--- src/rtl/score_bcd_encoder.sv ---
// rtl/score_bcd_encoder.sv - 6-bit binary to two-digit BCD score encoder (shift-and-add-3)
module score_bcd_encoder (
  input  logic       clock,
  input  logic       resetn,
  input  logic       start,
  input  logic [5:0] value,
  output logic       busy,
  output logic       done,
  output logic       valid,
  output logic [3:0] tens,
  output logic [3:0] ones,
  output logic       over
);

  typedef enum logic [1:0] {
    IDLE  = 2'd0,
    SHIFT = 2'd1,
    DONE  = 2'd2
  } state_t;

  // Scores above this threshold are reported as bust / out of range.
  localparam logic [5:0] OVER_LIMIT = 6'd34;
  // The last shift happens when the counter still reads 5 (six shifts: 0..5).
  localparam logic [2:0] LAST_SHIFT = 3'd5;

  state_t     state;
  logic [5:0] shreg;
  logic [7:0] scratch;
  logic [2:0] cnt;
  logic       over_cap;

  logic [7:0] adj;
  logic [7:0] scratch_next;
  logic [5:0] shreg_next;

  // One double-dabble step: add 3 to any nibble >= 5, then shift {scratch, shreg} left.
  always_comb begin
    adj = scratch;
    if (scratch[3:0] >= 4'd5) adj[3:0] = scratch[3:0] + 4'd3;
    if (scratch[7:4] >= 4'd5) adj[7:4] = scratch[7:4] + 4'd3;
    scratch_next = {adj[6:0], shreg[5]};
    shreg_next   = {shreg[4:0], 1'b0};
  end

  // Control FSM with registered outputs; results land on the edge entering DONE
  // so the new digits and the done pulse are visible in the same cycle.
  always_ff @(posedge clock or negedge resetn) begin
    if (!resetn) begin
      state    <= IDLE;
      shreg    <= 6'd0;
      scratch  <= 8'd0;
      cnt      <= 3'd0;
      over_cap <= 1'b0;
      busy     <= 1'b0;
      done     <= 1'b0;
      valid    <= 1'b0;
      tens     <= 4'd0;
      ones     <= 4'd0;
      over     <= 1'b0;
    end else begin
      case (state)
        IDLE: begin
          done <= 1'b0;
          if (start) begin
            shreg    <= value;
            scratch  <= 8'd0;
            cnt      <= 3'd0;
            over_cap <= (value > OVER_LIMIT);
            busy     <= 1'b1;
            state    <= SHIFT;
          end
        end
        SHIFT: begin
          shreg   <= shreg_next;
          scratch <= scratch_next;
          cnt     <= cnt + 3'd1;
          if (cnt == LAST_SHIFT) begin
            tens  <= scratch_next[7:4];
            ones  <= scratch_next[3:0];
            over  <= over_cap;
            valid <= 1'b1;
            done  <= 1'b1;
            state <= DONE;
          end
        end
        DONE: begin
          done  <= 1'b0;
          busy  <= 1'b0;
          state <= IDLE;
        end
        default: begin
          done  <= 1'b0;
          busy  <= 1'b0;
          state <= IDLE;
        end
      endcase
    end
  end

endmodule
--- config.mk ---
export PLATFORM = sky130hd
export DESIGN_NAME = score_bcd_encoder
export DESIGN_NICKNAME = d
export VERILOG_FILES = /design/src/rtl/score_bcd_encoder.sv
export SDC_FILE = /design/constraint.sdc
export NUM_CORES = 1
export LEC_CHECK = 0
export CORE_ASPECT_RATIO = 0.9
export CORE_MARGIN = 3
export CORE_UTILIZATION = 36
export CTS_BUF_LIST = sky130_fd_sc_hd__clkbuf_4
export DETAILED_ROUTE_END_ITERATION = 10
export DONT_BUFFER_PORTS = 1
export GPL_TIMING_DRIVEN = 0
export SYNTH_ARGS = -nofsm -noshare
export SYNTH_HDL_FRONTEND = slang
export SYNTH_SLANG_ARGS = --single-unit
--- constraint.sdc ---
create_clock -name clock -period 2.52 [get_ports clock]
set_input_delay 0.504 -clock clock [delete_from_list [all_inputs] [get_ports clock]]
set_output_delay 0.504 -clock clock [all_outputs]
set_load 0.005 [all_outputs]
==> impl_metrics.yaml, run 1 <==
min_path:
  min_from: "value[5]"
  min_path_type: "input pin to register"
  min_to: "over_cap"
  holdPathStages: 2
route:
  first_pass_iters: 4
  wl_mm: 3.02
  wl_per_cell_microns: 15.3
  antenna_left: 0
  drt_iter0_drc: 73
  drcViolationCount: 0
  viasPerCell: 5.40
  vias: 1069
die:
  die-area_sq_um: 4960
  initial_core_util: 0.387
  fp-row-count: 21
  die-height_microns: 67.1
  boundaryPins: 21
  core_area_sq_um: 3860
  die_width_microns: 73.9
timing:
  slew_headroom: 0.729
  hold_violations: 0
  worst_slack_ns: 0.830
  finalCritPeriodShare: 0.670
  min_period_ns: 1.69
  fin_tns_setup_ns: 0
  tightest_slew_ns: 0.406
  fmax_mhz: 592
  rsz0062_at_grt: "false"
  drv_slew: 0
  finalSetupViolations: 0
  timing.hold.ws_ns: 0.321
  finClkSkew_ns: 0.0111
worst_setup_path:
  required_ns: 2.79
  ff2ff_path_depth: 6
  critical_path.max_stage_delay_ns: 0.43
  cpMaxStageDelayCell: "dfrtp_1"
  crit_chain: "inv_1 > ha_1 > nand2b_1 > a21oi_1 > mux2_2 > o21ai_0"
  critPathBufInv: 1
  arrival_ns: 1.96
  crit_path_start_kind: "register"
  crit_fanout: 4
  r2r-start: "scratch[0]"
  crit_path_end_kind: "register"
  r2r_slack_ns: 0.83
  critical_path_class: "register to register"
  r2r_end: "scratch[2]"
  crit_family: "flip-flops"
synth:
  synthCells: 142
  synthDistinctLibCells: 28
  yosysSeqAreaShare: 0.536
  synth-seq-cells: 32
  yosys_warnings: 0
  syn_nets: 157
  syn_area_sq_um: 1490
  syn-mean-instance-area_sq_um: 10.5
final_layout:
  num_antenna_cells: 0
  final_cell_mix: "32 x dfrtp_1, 22 x nand2_1, 19 x o21ai_0"
  final_cell_count_no_fill: 198
  finish.utilization: 0.430
  finalInstanceArea_sq_um: 1660
  regArea_sq_um: 801
  layout.nets: 166
  area_growth_pct: 11.2
  drive_above_1_share: 0.138
  final_common_cell: "dfrtp_1"
  nFillCells: 387
  multi_input_area_sq_um: 624
cts:
  htree_levels: 2
  cts-root-buf: "clkbuf_4"
  numClockSinks: 32
  cts_tree: "built"
  cts_buffer_depth: 2
  postCtsSetupBuffers: 0
  cts_made_buffers: 5
  cts_hold_buffers: 2
  cts.reportedPaths.clkPinSlew_ns: 0.11
  cts_resized: 0
  clock_latency_ns: 0.35
placed_design:
  placedCellCount: 188
  pre_cts_ws_ns: 0.869
  gp_congestion: 0.758
  hpwl_mm: 2.06
  placed_area_sq_um: 1550
  port_buffers: 0
run:
  drv_cap: 0
grt:
  gr-max-usage-layer: "met2"
  gr-usage-met2: 0.198
  met1_usage: 0.176
  grt_pass1_wl_mm: 5.04
  grt_util_met3: 0.0679
  antenna_found_initial: 0
  grt_max_degree: 33
  track_usage: 0.139
  grt_pass1_vias: 1046
  grt_overflow: 0
pwr:
  total_power_mw: 2.06
  peakVddDrop_v: 0.000559
  cellLeakagePower_nw: 0.749
  p_per_area_nw_per_um2: 1240
outcome:
  status: "finished, final reports clean"
[layout make-up]
type	count	share of cell area
Buffer	5	0.0233
Clock buffer	5	0.0226
Clock inverter	3	0.0256
Inverter	8	0.0181
Multi-Input combinational cell	97	0.376
Sequential cell	32	0.482
Tap cell	46	0.0346
Timing Repair Buffer	2	0.0181
[state kept, by name, summed over array words and instances, names as in the netlist]
name,flops
cnt,3
done,1
ones,4
state,2
valid,1
tens,4
shreg,6
over_cap,1
busy,1
scratch,8
over,1
[cell families after synthesis]
family	count (synthesis)	share of synthesized area
buf+inv	13	0.0461
fa+ha+maj	6	0.0502
simple gates	39	0.131
compound gates	45	0.183
xor+xnor	2	0.0117
mux	5	0.0427
flops	32	0.536
[worst max-delay path by stage]
stage,startpoint,end,slack (ns),depth (start not counted)
4_1_cts,scratch[0],scratch[2],0.83,6
3_3_place_gp,scratch[0],scratch[2],0.92,6
3_5_place_dp,scratch[0],scratch[2],0.87,6
2_1_floorplan,scratch[0],ones[2],1.02,6
6_report,scratch[0],scratch[2],0.83,6
5_1_grt,scratch[4],scratch[6],0.72,6
[routing by layer]
| metal | wire length (microns) | vias to the layer above | share of wire |
|---|---|---|---|
| li1 | - | 513 | - |
| met1 | 1380 | 524 | 0.46 |
| met2 | 1390 | 25 | 0.46 |
| met3 | 193 | 7 | 0.064 |
| met4 | 62 | 0 | 0.021 |
| met5 | 0 | - | 0 |
[where the power goes]
part / internal (mW) / switching (mW)
sequential: 0.724 / 0.168
combinational: 0.357 / 0.413
clock: 0.207 / 0.195
total: 1.29 / 0.777
[cells in the mapped netlist, drive strengths merged]
library cell,n,area share
o22ai,2,0.0084
inv,8,0.020
buf,4,0.023
a22oi,3,0.015
o21ai,23,0.077
o31ai,1,0.0050
dfrtp,32,0.54
clkbuf,1,0.0025
mux2,5,0.043
ha,6,0.050
a2bb2oi,1,0.0059
nand2,22,0.055
a21oi,6,0.020
xnor2,2,0.012
o21a,2,0.010
nor3b,3,0.015
a31oi,1,0.0042
nand2b,7,0.029
o21bai,1,0.0075
nand3,1,0.012
and2b,1,0.0067
nor2,5,0.013
a211o,1,0.0059
a22o,4,0.023
(Power assumes the default switching activity.)
==> inputs of run 2 (changes only) <==
ABC_AREA = 1   (was unset)
clock period = 1.35 ns   (was 2.52 ns; I/O delays follow)
==> run 2 against run 1 <==
  * Sequential power grew 91%
  * Combinational power grew 150%
  * Total power grew 100%
  * Core utilization grew 1.7 points
  * Sequential share of layout area shrank 2.4 points
  * Cell count grew 25%
  * Synthesized cell count grew 31%
  * Worst hold slack lost 0.24 ns
  * Die area grew 2.4%
  * Via count grew 10%
  * Clock power grew 35%
  * Global-route usage grew 0.20 points
==> impl_metrics.yaml, run 2 <==
placed_design:
  gp_congestion: 0.774
  placed_area_sq_um: 1590
  hpwl_mm: 2.03
  port_buffers: 0
  placedCellCount: 232
  pre_cts_ws_ns: -0.0620
grt:
  grt_pass1_vias: 1226
  antenna_found_initial: 0
  grt_overflow: 0
  grt_max_degree: 33
  track_usage: 0.141
  grt_pass1_wl_mm: 5.40
cts:
  cts-root-buf: "clkbuf_4"
  clock_latency_ns: 0.33
  numClockSinks: 32
  cts.reportedPaths.clkPinSlew_ns: 0.09
  cts_tree: "built"
  htree_levels: 2
  cts_buffer_depth: 2
  cts_made_buffers: 5
final_layout:
  largest_register_ffs: 8
  layout.nets: 215
  finish.utilization: 0.447
  final_common_cell: "nand2_1"
  area_growth_pct: 14.1
  drive_above_1_share: 0.184
  nFillCells: 390
  regMostFlops: "scratch"
  top_regs: "scratch: 8 flops, shreg: 6 flops"
  final_cell_count_no_fill: 247
  final_cell_mix: "75 x nand2_1, 32 x dfrtp_1, 15 x nand3_1"
  finalInstanceArea_sq_um: 1750
  num_antenna_cells: 0
route:
  drcViolationCount: 0
  antenna_left: 0
  vias: 1179
  viasPerCell: 4.77
  wl_per_cell_microns: 11.8
  wl_mm: 2.91
  drt_iter0_drc: 89
  first_pass_iters: 4
synth:
  yosysMostFrequentCell: "nand2_1"
  synth_edf_count: 0
  yosys_warnings: 0
  syn-mean-instance-area_sq_um: 8.24
  synthDistinctLibCells: 20
  synth_top_area_frac: 0.522
  syn_area_sq_um: 1530
  synth_top_cell_by_area: "dfrtp_1"
  ys_top_cells_by_area: "dfrtp_1 52%, nand2_1 19%, ha_1 4.9%, nand3_1 4.9%, inv_1 4.2%"
  synth_common_cells: "79 x nand2_1, 32 x dfrtp_1, 17 x inv_1"
  yosysSeqAreaShare: 0.522
  ys_async_sr_fraction: 1.00
  synthCells: 186
  synthFlopType: "dfrtp_1"
  synth-seq-cells: 32
  syn_nets: 201
min_path:
  min_from: "value[5]"
  min_to: "shreg[5]"
  min_path_type: "input pin to register"
  holdPathStages: 2
worst_setup_path:
  arrival_ns: 1.50
  ff2ff_path_depth: 5
  required_ns: 1.56
  crit_path_start_kind: "register"
  r2r-start: "cnt[0]"
  crit_path_end_kind: "register"
  crit_fanout: 4
  r2r_end: "valid"
  critical_path_class: "register to register"
  r2r_slack_ns: 0.06
die:
  die_width_microns: 74.8
  die-height_microns: 67.9
  initial_core_util: 0.391
  fp-row-count: 21
  core_area_sq_um: 3920
  die-area_sq_um: 5080
  boundaryPins: 21
pwr:
  peakVddDrop_v: 0.000929
  p_per_area_nw_per_um2: 2370
  total_power_mw: 4.14
  cellLeakagePower_nw: 0.933
timing:
  fmax_mhz: 776
  worst_slack_ns: 0.0617
  fin_tns_setup_ns: 0
  tightest_slew_ns: 0.216
  timing.hold.ws_ns: 0.0765
  finClkSkew_ns: 0.00780
  finalCritPeriodShare: 0.954
  slew_headroom: 0.854
  hold_violations: 0
  drv_slew: 0
  min_period_ns: 1.29
  finalSetupViolations: 0
run:
  drv_cap: 0
outcome:
  status: "finished, final reports clean"
-- run 2: changes by cell type in the layout (fill, tap and decap cells not counted), sizes merged, moves of 4 or more --
cell,delta
nand2,+58
nand3,+14
nand2b,-7
a22o,-4
mux2,-5
inv,+12
nor2,+4
buf,+5
o21ai,-13
-- run 2: logic make-up after synthesis --
| group | count (synthesis) | synth area share |
|---|---|---|
| AOI/OAI and AO/OA | 15 | 0.0555 |
| buffers and inverters | 24 | 0.0678 |
| and+or+nand+nor | 109 | 0.305 |
| DFF | 32 | 0.522 |
| adders and majority gates | 6 | 0.0490 |
-- run 2: power by group --
group / total, mW / internal, mW / switching, mW
sequential: 1.70 / 1.38 / 0.316
clock: 0.542 / 0.240 / 0.302
combinational: 1.90 / 0.742 / 1.16
total: 4.14 / 2.37 / 1.77
-- run 2: per-layer routing --
metal,part of all wire,vias to the layer above,global-route usage
met2,0.43,32,0.219
li1,-,606,-
met4,0.021,0,0.0600
met3,0.047,8,0.0455
met1,0.50,533,0.181
met5,0,-,0
-- run 2: worst max-delay path by stage --
stage | start | end | slack, ns | cells after the start
global route | scratch[1] | tens[0] | -0.0006 | 10
floorplan | cnt[1] | over | 0.08 | 8
finish | cnt[0] | valid | 0.06 | 5
detailed placement | cnt[1] | ones[2] | -0.06 | 8
CTS | state[1] | tens[1] | 0.01 | 7
global placement | cnt[1] | tens[2] | -0.05 | 8
-- run 2: what timing repair did --
item,in CTS,in global routing
endpoints found under the hold margin,32,0
resized for setup,1,14
hold buffers,2,0
buffers inserted,2,3
pin swaps,2,2
setup endpoints to repair,9,25
-- run 2: cell type report --
| cell class | instances | area, sq um | share of cell area |
|---|---|---|---|
| Buffer | 4 | 28.8 | 0.0165 |
| Clock buffer | 7 | 52.6 | 0.0300 |
| Clock inverter | 1 | 3.75 | 0.00215 |
| Inverter | 20 | 77.6 | 0.0443 |
| Multi-Input combinational cell | 130 | 661 | 0.378 |
| Sequential cell | 32 | 801 | 0.458 |
| Tap cell | 46 | 57.6 | 0.0329 |
| Timing Repair Buffer | 7 | 67.6 | 0.0386 |
-- run 2: worst max-delay path: stages (launching register included) --
cell and delay (ns):
dfrtp_1 0.45, ha_4 0.20, nand2_4 0.08, nor2_8 0.05, buf_4 0.14, or2_2 0.26
